==> src/rtl/rf_wb_scheduler.sv <==
`default_nettype none
// ============================================================================
// Module      : rf_wb_scheduler
// Description : Write-back scheduler and pending-write scoreboard for the
//               32x32 register file. Round-robin arbitration of NREQ
//               write-back sources onto one registered write port, plus
//               RAW/WAW stall generation for the issue stage.
// Revision    : 1.0 - initial release
// ============================================================================
module rf_wb_scheduler #(
    parameter int NREQ = 3
) (
    input  logic                clk,
    input  logic                reset,
    input  logic [NREQ-1:0]     wb_valid,
    input  logic [5*NREQ-1:0]   wb_addr,
    input  logic [32*NREQ-1:0]  wb_data,
    output logic [NREQ-1:0]     wb_ready,
    output logic                rf_wen,
    output logic [4:0]          rf_waddr,
    output logic [31:0]         rf_wdata,
    input  logic                iss_valid,
    input  logic [4:0]          iss_dest,
    input  logic [4:0]          iss_src1,
    input  logic [4:0]          iss_src2,
    output logic                iss_stall
);

    localparam int PW = (NREQ > 1) ? $clog2(NREQ) : 1;
    localparam logic [PW:0] c_nreq = (PW+1)'(NREQ);

    logic [4:0]     w_addr_arr [NREQ];
    logic [31:0]    w_data_arr [NREQ];
    logic [PW-1:0]  r_ptr;
    logic [PW-1:0]  w_gidx;
    logic [PW-1:0]  w_ptr_next;
    logic [PW:0]    w_sum;
    logic           w_found;
    logic [4:0]     w_gaddr;
    logic [31:0]    w_gdata;
    logic [31:0]    r_pend;
    logic [31:0]    w_pend_next;
    logic           w_hit1;
    logic           w_hit2;
    logic           w_hitd;
    logic           w_set;

    // Split the flat request buses into per-requester fields
    generate
        for (genvar gi = 0; gi < NREQ; gi++) begin : g_unpack
            assign w_addr_arr[gi] = wb_addr[5*gi +: 5];
            assign w_data_arr[gi] = wb_data[32*gi +: 32];
        end
    endgenerate

    // Round-robin search starting at the pointer, wrapping modulo NREQ
    always_comb begin
        w_found = 1'b0;
        w_gidx  = '0;
        w_sum   = '0;
        for (int i = 0; i < NREQ; i++) begin
            w_sum = {1'b0, r_ptr} + (PW+1)'(i);
            if (w_sum >= c_nreq) begin
                w_sum = w_sum - c_nreq;
            end
            if (!w_found && wb_valid[w_sum[PW-1:0]]) begin
                w_found = 1'b1;
                w_gidx  = w_sum[PW-1:0];
            end
        end
    end

    assign w_ptr_next = (w_gidx == PW'(NREQ-1)) ? '0 : (w_gidx + PW'(1));
    assign w_gaddr    = w_addr_arr[w_gidx];
    assign w_gdata    = w_data_arr[w_gidx];

    // One-hot grant; suppressed while reset is held so no handshake completes
    always_comb begin
        wb_ready = '0;
        if (w_found && !reset) begin
            wb_ready[w_gidx] = 1'b1;
        end
    end

    // Registered write port and arbitration pointer
    always_ff @(posedge clk) begin
        if (reset) begin
            rf_wen   <= 1'b0;
            rf_waddr <= 5'd0;
            rf_wdata <= 32'd0;
            r_ptr    <= '0;
        end else begin
            rf_wen <= w_found && (w_gaddr != 5'd0);
            if (w_found) begin
                rf_waddr <= w_gaddr;
                rf_wdata <= w_gdata;
                r_ptr    <= w_ptr_next;
            end
        end
    end

    // Hazard detection against the current scoreboard; r0 never hazards
    assign w_hit1    = (iss_src1 != 5'd0) && r_pend[iss_src1];
    assign w_hit2    = (iss_src2 != 5'd0) && r_pend[iss_src2];
    assign w_hitd    = (iss_dest != 5'd0) && r_pend[iss_dest];
    assign iss_stall = iss_valid && (w_hit1 || w_hit2 || w_hitd);
    assign w_set     = iss_valid && !iss_stall && (iss_dest != 5'd0);

    // Next scoreboard: clear on write-back, set on accepted issue
    always_comb begin
        w_pend_next = r_pend;
        if (rf_wen) begin
            w_pend_next[rf_waddr] = 1'b0;
        end
        if (w_set) begin
            w_pend_next[iss_dest] = 1'b1;
        end
        w_pend_next[0] = 1'b0;
    end

    // Scoreboard state
    always_ff @(posedge clk) begin
        if (reset) begin
            r_pend <= 32'd0;
        end else begin
            r_pend <= w_pend_next;
        end
    end

endmodule
`default_nettype wire

==> config.mk <==
export PLATFORM = sky130hd
export DESIGN_NAME = rf_wb_scheduler
export DESIGN_NICKNAME = d
export VERILOG_FILES = /design/src/rtl/rf_wb_scheduler.sv
export SDC_FILE = /design/constraint.sdc
export NUM_CORES = 1
export LEC_CHECK = 0
export BUFFER_PORTS_ARGS = -buffer_cell sky130_fd_sc_hd__buf_2
export CORE_UTILIZATION = 45
export CTS_BUF_LIST = sky130_fd_sc_hd__clkbuf_16
export DETAILED_ROUTE_END_ITERATION = 8
export PLACE_DENSITY = 0.85
export SKIP_LAST_GASP = 1
export SLEW_MARGIN = 25
export SYNTH_ARGS = -nofsm -noshare
export SYNTH_HDL_FRONTEND = slang
export SYNTH_SLANG_ARGS = --single-unit
==> constraint.sdc <==
create_clock -name clk -period 7.2 [get_ports clk]
set_input_delay 0 -clock clk [delete_from_list [all_inputs] [get_ports clk]]
set_output_delay 0 -clock clk [all_outputs]
set_load 0.02 [all_outputs]
; ---- Yosys cells after proc, flatten, opt, wreduce, memory -nomap -nowiden
; Cells that the tools add are included.
[op_classes]
addsub = 6
multipliers = 0
div = 0
n_lt_le_gt_ge = 15
n_eq_ne = 1
n_shift = 0
mux = 37
bitwise = 4
n_reduce_logical = 23
[op_table]
columns = operator, count
row1 = $mux 32, 4
row2 = $bmux 32 s2, 1
row3 = $and 32x32->32, 1
row4 = $not 32->32, 1
row5 = $or 32x32->32, 1
row6 = $lt 5x6->1 const B, 4
row7 = $reduce_bool 5->1, 4
row8 = $bmux 1 s5, 3
row9 = $mux 2, 7
row10 = $logic_and 1x1->1, 13
row11 = $lt 2x3->1 const B, 4
row12 = $mux 1, 12
row13 = $bmux 5 s2, 1
row14 = $demux 1 s5, 2
row15 = $ge 5x1->1 const B, 2
row16 = $mux 5, 2
row17 = $bmux 1 s2, 3
row18 = $ge 3x2->1 const B, 2
row19 = $sub 2x2->2 const B, 3
row20 = $logic_not 1->1, 4
row21 = $add 2x1->3 const B, 1
row22 = $add 2x2->3 const B, 1
row23 = $ge 3x3->1 const B, 1
row24 = $mux 3, 1
row25 = 7 further kinds, 8
[totals]
reg_bits = 72
latch_bits = 0
mem_bits_rw = 0
rom_bits = 0
word_cells = 92
memories = 0

; ---- Depth between registers and ports, before layout
; Gate-level depths: netlist of run 1.
[depth]
ltp_word = 17
depth_mapped = 10
mapped_depth_nobuf = 8

; ---- Worst setup path after synthesis of run 1
; No wires, ideal clock.
[synth_path]
kind = flip-flop to flip-flop
from = reg r_ptr[0]
to = reg rf_wdata[25]
arrival_time_ns = 2.370
required_time_ns = 7.083
slack_ns = 4.713
stages_incl_launch_ff = 11
path_buffers = 2
synth_period_minus_slack_ns = 2.487
cell_sequence = dfxtp_1 -> inv_1 -> ha_1 -> clkbuf_1 -> and4b_1 -> a211o_1 -> a2bb2oi_2 -> clkbuf_1 -> mux2i_1 -> a21oi_1 -> a22o_1
[synth_via]
elab_chain_len = 15
word_cells_on_any_way = 31
[synth_lines]
columns = element, line
row1 = from (decl), 34  ; logic [PW-1:0] r_ptr;
row2 = from (signal assigned), 97  ; r_ptr <= w_ptr_next;
row3 = branches (longest 15 deep; another with $add 2x1->3), --
row4 = to (signal assigned), 96  ; rf_wdata <= w_gdata;
row5 = to (decl), 21  ; output logic [31:0] rf_wdata,
; Parallel ways; which one is timed is not known. The select of a mux whose other input is x is not followed.
; A chain may end at the register's enable or synchronous reset.

; ---- Worst setup path in the final report of run 1
[layout_path]
from = reg r_ptr[1]
to = reg rf_wen
[layout_via]
elab_chain_len = 17
word_cells_on_any_way = 33
[layout_lines]
columns = element, line
row1 = branches (longest 16 deep; another with $add 2x1->3), --
row2 = $logic_and 1x1->1 (*), 93  ; rf_wen <= w_found && (w_gaddr != 5'd0);
row3 = to (signal assigned), 93
row4 = to (decl), 19  ; output logic rf_wen,
; Every way passes the cells marked *. The select of a mux whose other input is x is not followed.

==> results of run 1 <==
==> layout make-up <==
cell class	instances	area, um2
timing repair buffer	178	908
clock inverter	7	78.8
sequential	71	1420
antenna	3	7.51
tap	133	166
fill	866	4010
multi-input combinational	423	3100
clock buffer	9	225
inverter	8	30.0
==> synth_stat cells, drive strengths merged, types with 4 or more instances <==
cell and count:
nor2b 26, and3 4, clkbuf 33, o41ai 4
a22o 32, o21ai 47, nand3 8, mux4 21
dfxtp 71, nor3 8, a21oi 43, buf 12
a211o 6, nor2 51, inv 8, nor3b 6
nand2b 4, nand4 6, nand2 49, ha 4
nand3b 22, mux2i 47
==> state kept, by name, indices dropped and copies added, names as in the netlist <==
signal and cells:
r_pend 31, r_ptr 2, rf_waddr 5, rf_wdata 32, rf_wen 1
==> layout by cell type, fill, tap and decap left out, types with 3 or more instances in the layout <==
cell / instances
nand4_1: 5
nand2b_1: 4
nand3_1: 8
diode_2: 3
o41ai_1: 3
mux2i_1: 47
a22o_1: 32
nor3_1: 8
o21ai_0: 47
a211o_1: 6
dfxtp_1: 71
inv_6: 3
buf_4: 3
mux4_2: 21
ha_1: 4
a21oi_1: 41
inv_1: 8
and3_1: 4
clkbuf_16: 9
nor2_1: 50
nand3b_1: 22
nor3b_1: 5
or2_2: 3
o21a_1: 3
buf_2: 173
nor2b_1: 25
nand2_1: 49
==> worst max-delay path: cells and delay by family, from the launching register on <==
| kind | cells | cell delay [ns] |
|---|---|---|
| buffers and inverters | 3 | 1.02 |
| muxes | 1 | 0.28 |
| adders and majority gates | 1 | 0.29 |
| AOI/OAI and AO/OA | 4 | 1.21 |
| DFF | 1 | 0.34 |
==> final timing paths <==
path | from | endpoint | slack [ns]
setup / recovery | r_ptr[1]$_SDFFE_PP0N_ | rf_wen$_SDFF_PP0_ | 3.94
hold / removal | wb_data[69] | rf_wdata[5]$_SDFFE_PP0N_ | 0.04
setup reg to reg | r_ptr[1]$_SDFFE_PP0N_ | rf_wen$_SDFF_PP0_ | 3.94
hold reg to reg | rf_wdata[30]$_SDFFE_PP0N_ | rf_wdata[30]$_SDFFE_PP0N_ | 0.48
==> logic make-up (layout without fill, tap and decap cells) <==
logic type                 count (synthesis)  after routing  synth area share, %
DFF                                       71             71                 30.2
AOI/OAI and AO/OA                        153            153                 22.0
other                                      0              3                    0
muxes                                     70             70                 20.5
and+or+nand+nor                          196            196                 21.6
adders and majority gates                  4              4                 1.06
buffers and inverters                     53            202                 4.78
==> through the flow <==
stage | instances | total power, mW | utilization (%)
final | 832 | 2.07 | 59.7
after detailed placement | 811 | 1.60 | 56.3
after CTS | 829 | 2.07 | 59.6
after floorplan | 547 | 1.32 | -
after global routing | 832 | 2.20 | 59.7
after global placement | 811 | 1.56 | 56.3
==> power by group <==
part	leakage [nW]	total [mW]	switching, mW	internal (mW)
registers	0.583	0.582	0.0911	0.491
clock network	0.146	0.458	0.184	0.273
logic	2.00	1.03	0.610	0.424
total	2.73	2.07	0.886	1.19
==> metal layers <==
layer  vias up  part of all wire [%]  global-route usage (%)  wire (um)
met3        31                   8.0                    5.58       1150
li1       2313                     -                       -          -
met1      2346                    38                    29.9       5540
met5         -                     0                       0          0
met2       285                    51                    47.1       7380
met4         0                   2.8                    13.4        412
==> results.py, run 1 <==
metrics = {
    "hold_path": {
        "holdPathStages": 4,
        "hp-class": "in2reg",
    },
    "routing": {
        "drtAntennaViolNets": 0,
        "routed_via_density": 5.98,
        "wl_per_cell_um": 17.4,
        "routed_wl_um": 14500,
        "vias": 4975,
        "drc": 0,
        "initialDrtViolationCount": 293,
        "dr.pass1.iters": 5,
    },
    "worst_setup_path": {
        "worstRegToRegCells": 9,
        "worstPathRequired_ns": 7.41,
        "end_kind": "flip-flop",
        "path_cells": "inv_1 > ha_1 > mux2i_1 > a2bb2oi_1 > a2bb2oi_4 > buf_4 > o41ai_1 > a21oi_1 > dlygate4sd3_1",
        "worst_path_largest_cell_delay_ns": 0.60,
        "crit_type": "reg2reg",
        "worst_ep_arrival_time_ns": 3.47,
        "cp-start-kind": "flip-flop",
        "crit_fanout": 42,
        "crit_slowest_cell": "dlygate4sd3_1",
    },
    "sta": {
        "finalSetupViolations": 0,
        "slew_viol_final": 0,
        "skew_ns": 0.00782,
        "grt_setup_unrepaired": "false",
        "hold_viol_final": 0,
        "fin_ws_ns": 3.94,
        "period_minus_slack_ns": 3.26,
        "max_freq_ghz": 0.307,
        "whs_ns": 0.0378,
        "maxSlewHeadroom_pct": 46.8,
        "fin_crit_sh_pct": 45.3,
        "tightest_slew_ns": 0.798,
        "fin_tns_setup_ns": 0,
    },
    "die": {
        "row_count": 36,
        "initial_core_util_pct": 47.3,
        "die_h_um": 104,
        "dieArea_um2": 10900,
        "io_pins": 174,
        "core-area_um2": 9950,
        "die_width_um": 104,
    },
    "global_routing": {
        "overflow": 0,
        "grt_pass1_vias": 4828,
        "grt.total_usage_pct": 26.6,
        "grt_antenna_before_repair": 3,
        "grt_pass1_wl_um": 23200,
        "grt_max_degree": 83,
    },
    "clock_tree": {
        "cts.clk_slew.worst_paths_ns": 0.07,
        "cts_resized": 0,
        "cts_hold_buf": 2,
        "cts_max_level": 3,
        "numCtsBuffers": 9,
        "cts_root_buf": "clkbuf_16",
        "clock_sinks": 71,
        "clk_latency_ns": 0.33,
        "post-cts-setup-buffer-count": 0,
        "cts_tree": "done",
        "cts_buffer_depth": 2,
    },
    "finish": {
        "layout-drive-gt1-share_pct": 32.9,
        "syn_to_final_growth_pct": 26.1,
        "nets": 827,
        "finalInstanceArea_um2": 5940,
    },
    "placed_design": {
        "port_buffers": 173,
        "hpwl_um": 10800,
        "place_congestion": 0.943,
        "placed_area_um2": 5610,
        "pre_cts_ws_ns": 4.10,
    },
    "synthesis": {
        "netlist_instances": 547,
        "syn_avg_cell_area_um2": 8.62,
        "yosys.area.top_type": "dfxtp_1",
        "synth.yosys.seq_area_share_pct": 30.2,
        "synthArstFlopShare_pct": 0,
        "ys_ff_latch": 71,
        "syn_nets": 683,
        "yosysUniqueCellTypes": 54,
        "synth-edff-count": 0,
        "synth-main-ff-cell": "dfxtp_1",
        "synth_area_leaders": "dfxtp_1, mux4_2, mux2i_1, a22o_1, o21ai_0",
        "netlist_area_um2": 4710,
        "synth_top_area_share_pct": 30.2,
        "yosysWarnings": 0,
    },
    "power": {
        "p_per_area_nw_per_um2": 349,
        "leakage_nw": 2.73,
        "vdd.ir_drop.worst_mv": 0.216,
    },
    "status": {
        "status": "complete, no violations",
    },
    "flow_run": {
        "drv_cap": 0,
    },
}
Note: power is estimated with default switching activity, not from simulation.
==> run 2, diff against run 1 <==
--- a/config.mk
+++ b/config.mk
@@ -9,7 +9,7 @@
 export CORE_UTILIZATION = 45
 export CTS_BUF_LIST = sky130_fd_sc_hd__clkbuf_16
 export DETAILED_ROUTE_END_ITERATION = 8
-export PLACE_DENSITY = 0.85
+export PLACE_DENSITY = 0.88
 export SKIP_LAST_GASP = 1
 export SLEW_MARGIN = 25
 export SYNTH_ARGS = -nofsm -noshare
==> constraint.sdc (replaced) <==
create_clock -name clk -period 2.8 [get_ports clk]
set_input_delay 0 -clock clk [delete_from_list [all_inputs] [get_ports clk]]
set_output_delay 0 -clock clk [all_outputs]
set_load 0.02 [all_outputs]
==> run 2 against run 1 <==
Against the previous run: total power rose to 2.6 times the previous value; largest cell class unchanged; critical endpoint is now wb_ready[1]; highest routed layer unchanged; sequential share of layout area is 0.24 points lower; cell count up 0.96%; clock skew is essentially flat; core utilization is 0.62 points higher.
==> results.py, run 2 (synthesis results as in run 1) <==
metrics = {
    "clock_tree": {
        "cts_root_buf": "clkbuf_16",
        "cts.clk_slew.worst_paths_ns": 0.06,
        "cts_buffer_depth": 2,
        "clk_latency_ns": 0.34,
        "numCtsBuffers": 9,
        "post-cts-setup-buffer-count": 0,
        "cts_tree": "done",
        "clock_sinks": 71,
        "cts_max_level": 3,
    },
    "worst_setup_path": {
        "path_cells": "inv_1 > ha_1 > nor2b_1 > a2bb2oi_1 > buf_4 > o211a_1 > nor2_2 > buf_6 > nand2_1 > nor2_1 > buf_2",
        "critical-path-top-delay-family": "buffers and inverters",
        "worst-path-buf-inv": 4,
        "worstReg2RegStart": "r_ptr[0]$_SDFFE_PP0N_",
        "end_kind": "primary output",
        "worstRegToRegCells": 9,
        "crit_path_end": "wb_ready[1]",
        "worstPathRequired_ns": 2.80,
        "path_depth": 11,
        "startpoint": "r_ptr[0]$_SDFFE_PP0N_",
        "cp-start-kind": "flip-flop",
        "r2r-end": "rf_wdata[7]$_SDFFE_PP0N_",
        "crit_fanout": 35,
        "crit_type": "reg2out",
        "worst_ep_arrival_time_ns": 2.58,
        "reg2reg_slack_ns": 0.27,
        "crit_slowest_cell": "dfxtp_1",
        "worst_path_largest_cell_delay_ns": 0.34,
    },
    "global_routing": {
        "grt.total_usage_pct": 29.0,
        "grt_max_degree": 83,
        "grt_antenna_before_repair": 5,
        "overflow": 0,
        "grt_pass1_wl_um": 25000,
        "grt_pass1_vias": 5090,
    },
    "placed_design": {
        "place_congestion": 0.927,
        "placed_area_um2": 5680,
        "port_buffers": 173,
        "hpwl_um": 11900,
    },
    "routing": {
        "vias": 5043,
        "dr.pass1.iters": 5,
        "wl_per_cell_um": 18.8,
        "routed_via_density": 6.00,
        "drtAntennaViolNets": 0,
        "routed_wl_um": 15800,
        "initialDrtViolationCount": 379,
        "drc": 0,
    },
    "die": {
        "core-area_um2": 9950,
        "die_width_um": 104,
        "dieArea_um2": 10900,
        "row_count": 36,
        "initial_core_util_pct": 47.3,
        "io_pins": 174,
        "die_h_um": 104,
    },
    "sta": {
        "max_freq_ghz": 0.388,
        "grt_setup_unrepaired": "false",
        "fin_tns_setup_ns": 0,
        "slew_viol_final": 0,
        "maxSlewHeadroom_pct": 45.1,
        "finalSetupViolations": 0,
        "period_minus_slack_ns": 2.58,
        "skew_ns": 0.00781,
        "tightest_slew_ns": 0.823,
        "fin_crit_sh_pct": 92.1,
        "hold_viol_final": 0,
    },
    "power": {
        "leakage_nw": 2.76,
        "p_per_area_nw_per_um2": 904,
        "vdd.ir_drop.worst_mv": 0.519,
    },
    "status": {
        "status": "complete, no violations",
    },
    "finish": {
        "largest_register_ff_count": 32,
        "nets": 833,
        "layout-drive-gt1-share_pct": 33.5,
        "finalInstanceArea_um2": 6000,
        "top_register": "rf_wdata",
        "final_cell_mix": "buf_2, dfxtp_1, nor2_1",
        "largest_registers": "rf_wdata (32), r_pend (31), rf_waddr (5)",
        "syn_to_final_growth_pct": 27.4,
        "mostFrequentLayoutCell": "buf_2",
    },
    "hold_path": {
        "hp-class": "in2reg",
    },
    "flow_run": {
        "drv_cap": 0,
    },
}
==> run 2: cell count changes in the layout (fill, tap and decap cells not counted), sizes merged <==
cell	change
buf	+7
clkinvlp	+2
diode	+2
dlygate4sd3	-1
inv	-2
==> run 2: report_power, final <==
group / internal [mW] / switching (mW)
Sequential: 1.26 / 0.243
Combinational: 1.16 / 1.60
Clock: 0.691 / 0.464
Total: 3.12 / 2.31
==> run 2: cell type report <==
| cell class | instances | area [um2] |
|---|---|---|
| multi-input cells | 423 | 3090 |
| diodes | 5 | 12.5 |
| well taps | 133 | 166 |
| clock buffers | 9 | 225 |
| inverters | 8 | 30.0 |
| clock inverters | 7 | 73.8 |
| repair buffers | 184 | 980 |
| flip-flops and latches | 71 | 1420 |
| fillers | 857 | 3950 |
==> run 2: timing repair <==
item	in CTS	in global routing
hold endpoints to repair	1	0
gates resized for setup	0	1
hold buffers	1	0
endpoints found under the setup margin	0	1
==> run 2: stage by stage <==
| stage | setup slack [ns] | hold WS (ns) | instances | utilization [%] | total power [mW] |
|---|---|---|---|---|---|
| after global routing | 0.0378 | 0.0502 | 840 | 60.3 | 5.70 |
| final | 0.221 | 0.0312 | 840 | 60.3 | 5.43 |
| after detailed placement | 0.301 | 0.334 | 818 | 57.0 | 4.25 |
| after floorplan | 0.313 | 0.150 | 547 | - | 3.40 |
| after CTS | 0.152 | 0.0291 | 835 | 60.1 | 5.40 |
| after global placement | 0.423 | 0.308 | 818 | 57.0 | 4.12 |
==> run 2: how the worst min path moves through the flow <==
stage | from | endpoint | slack [ns] | cells after the start
finish | wb_data[87] | rf_wdata[23]$_SDFFE_PP0N_ | 0.03 | 4
global route | wb_data[87] | rf_wdata[23]$_SDFFE_PP0N_ | 0.05 | 4
CTS | wb_addr[5] | rf_wen$_SDFF_PP0_ | 0.03 | 3
detailed placement | wb_addr[12] | rf_wen$_SDFF_PP0_ | 0.33 | 3
global placement | wb_addr[12] | rf_wen$_SDFF_PP0_ | 0.31 | 3
floorplan | iss_valid | iss_stall | 0.15 | 1
==> run 2: layer usage <==
layer	vias up	wire, um	global-route usage, %
li1	2324	-	-
met1	2362	5880	32.0
met2	310	7860	51.0
met3	47	1500	6.58
met4	0	564	16.2
met5	-	0	0
==> run 2: worst min-delay path, delay by kind of cell <==
kind                   cells  cell delay, ns
AO/OA/AOI/OAI              2            0.23
buffers and inverters      1            0.08
AND/OR/NAND/NOR            1            0.04
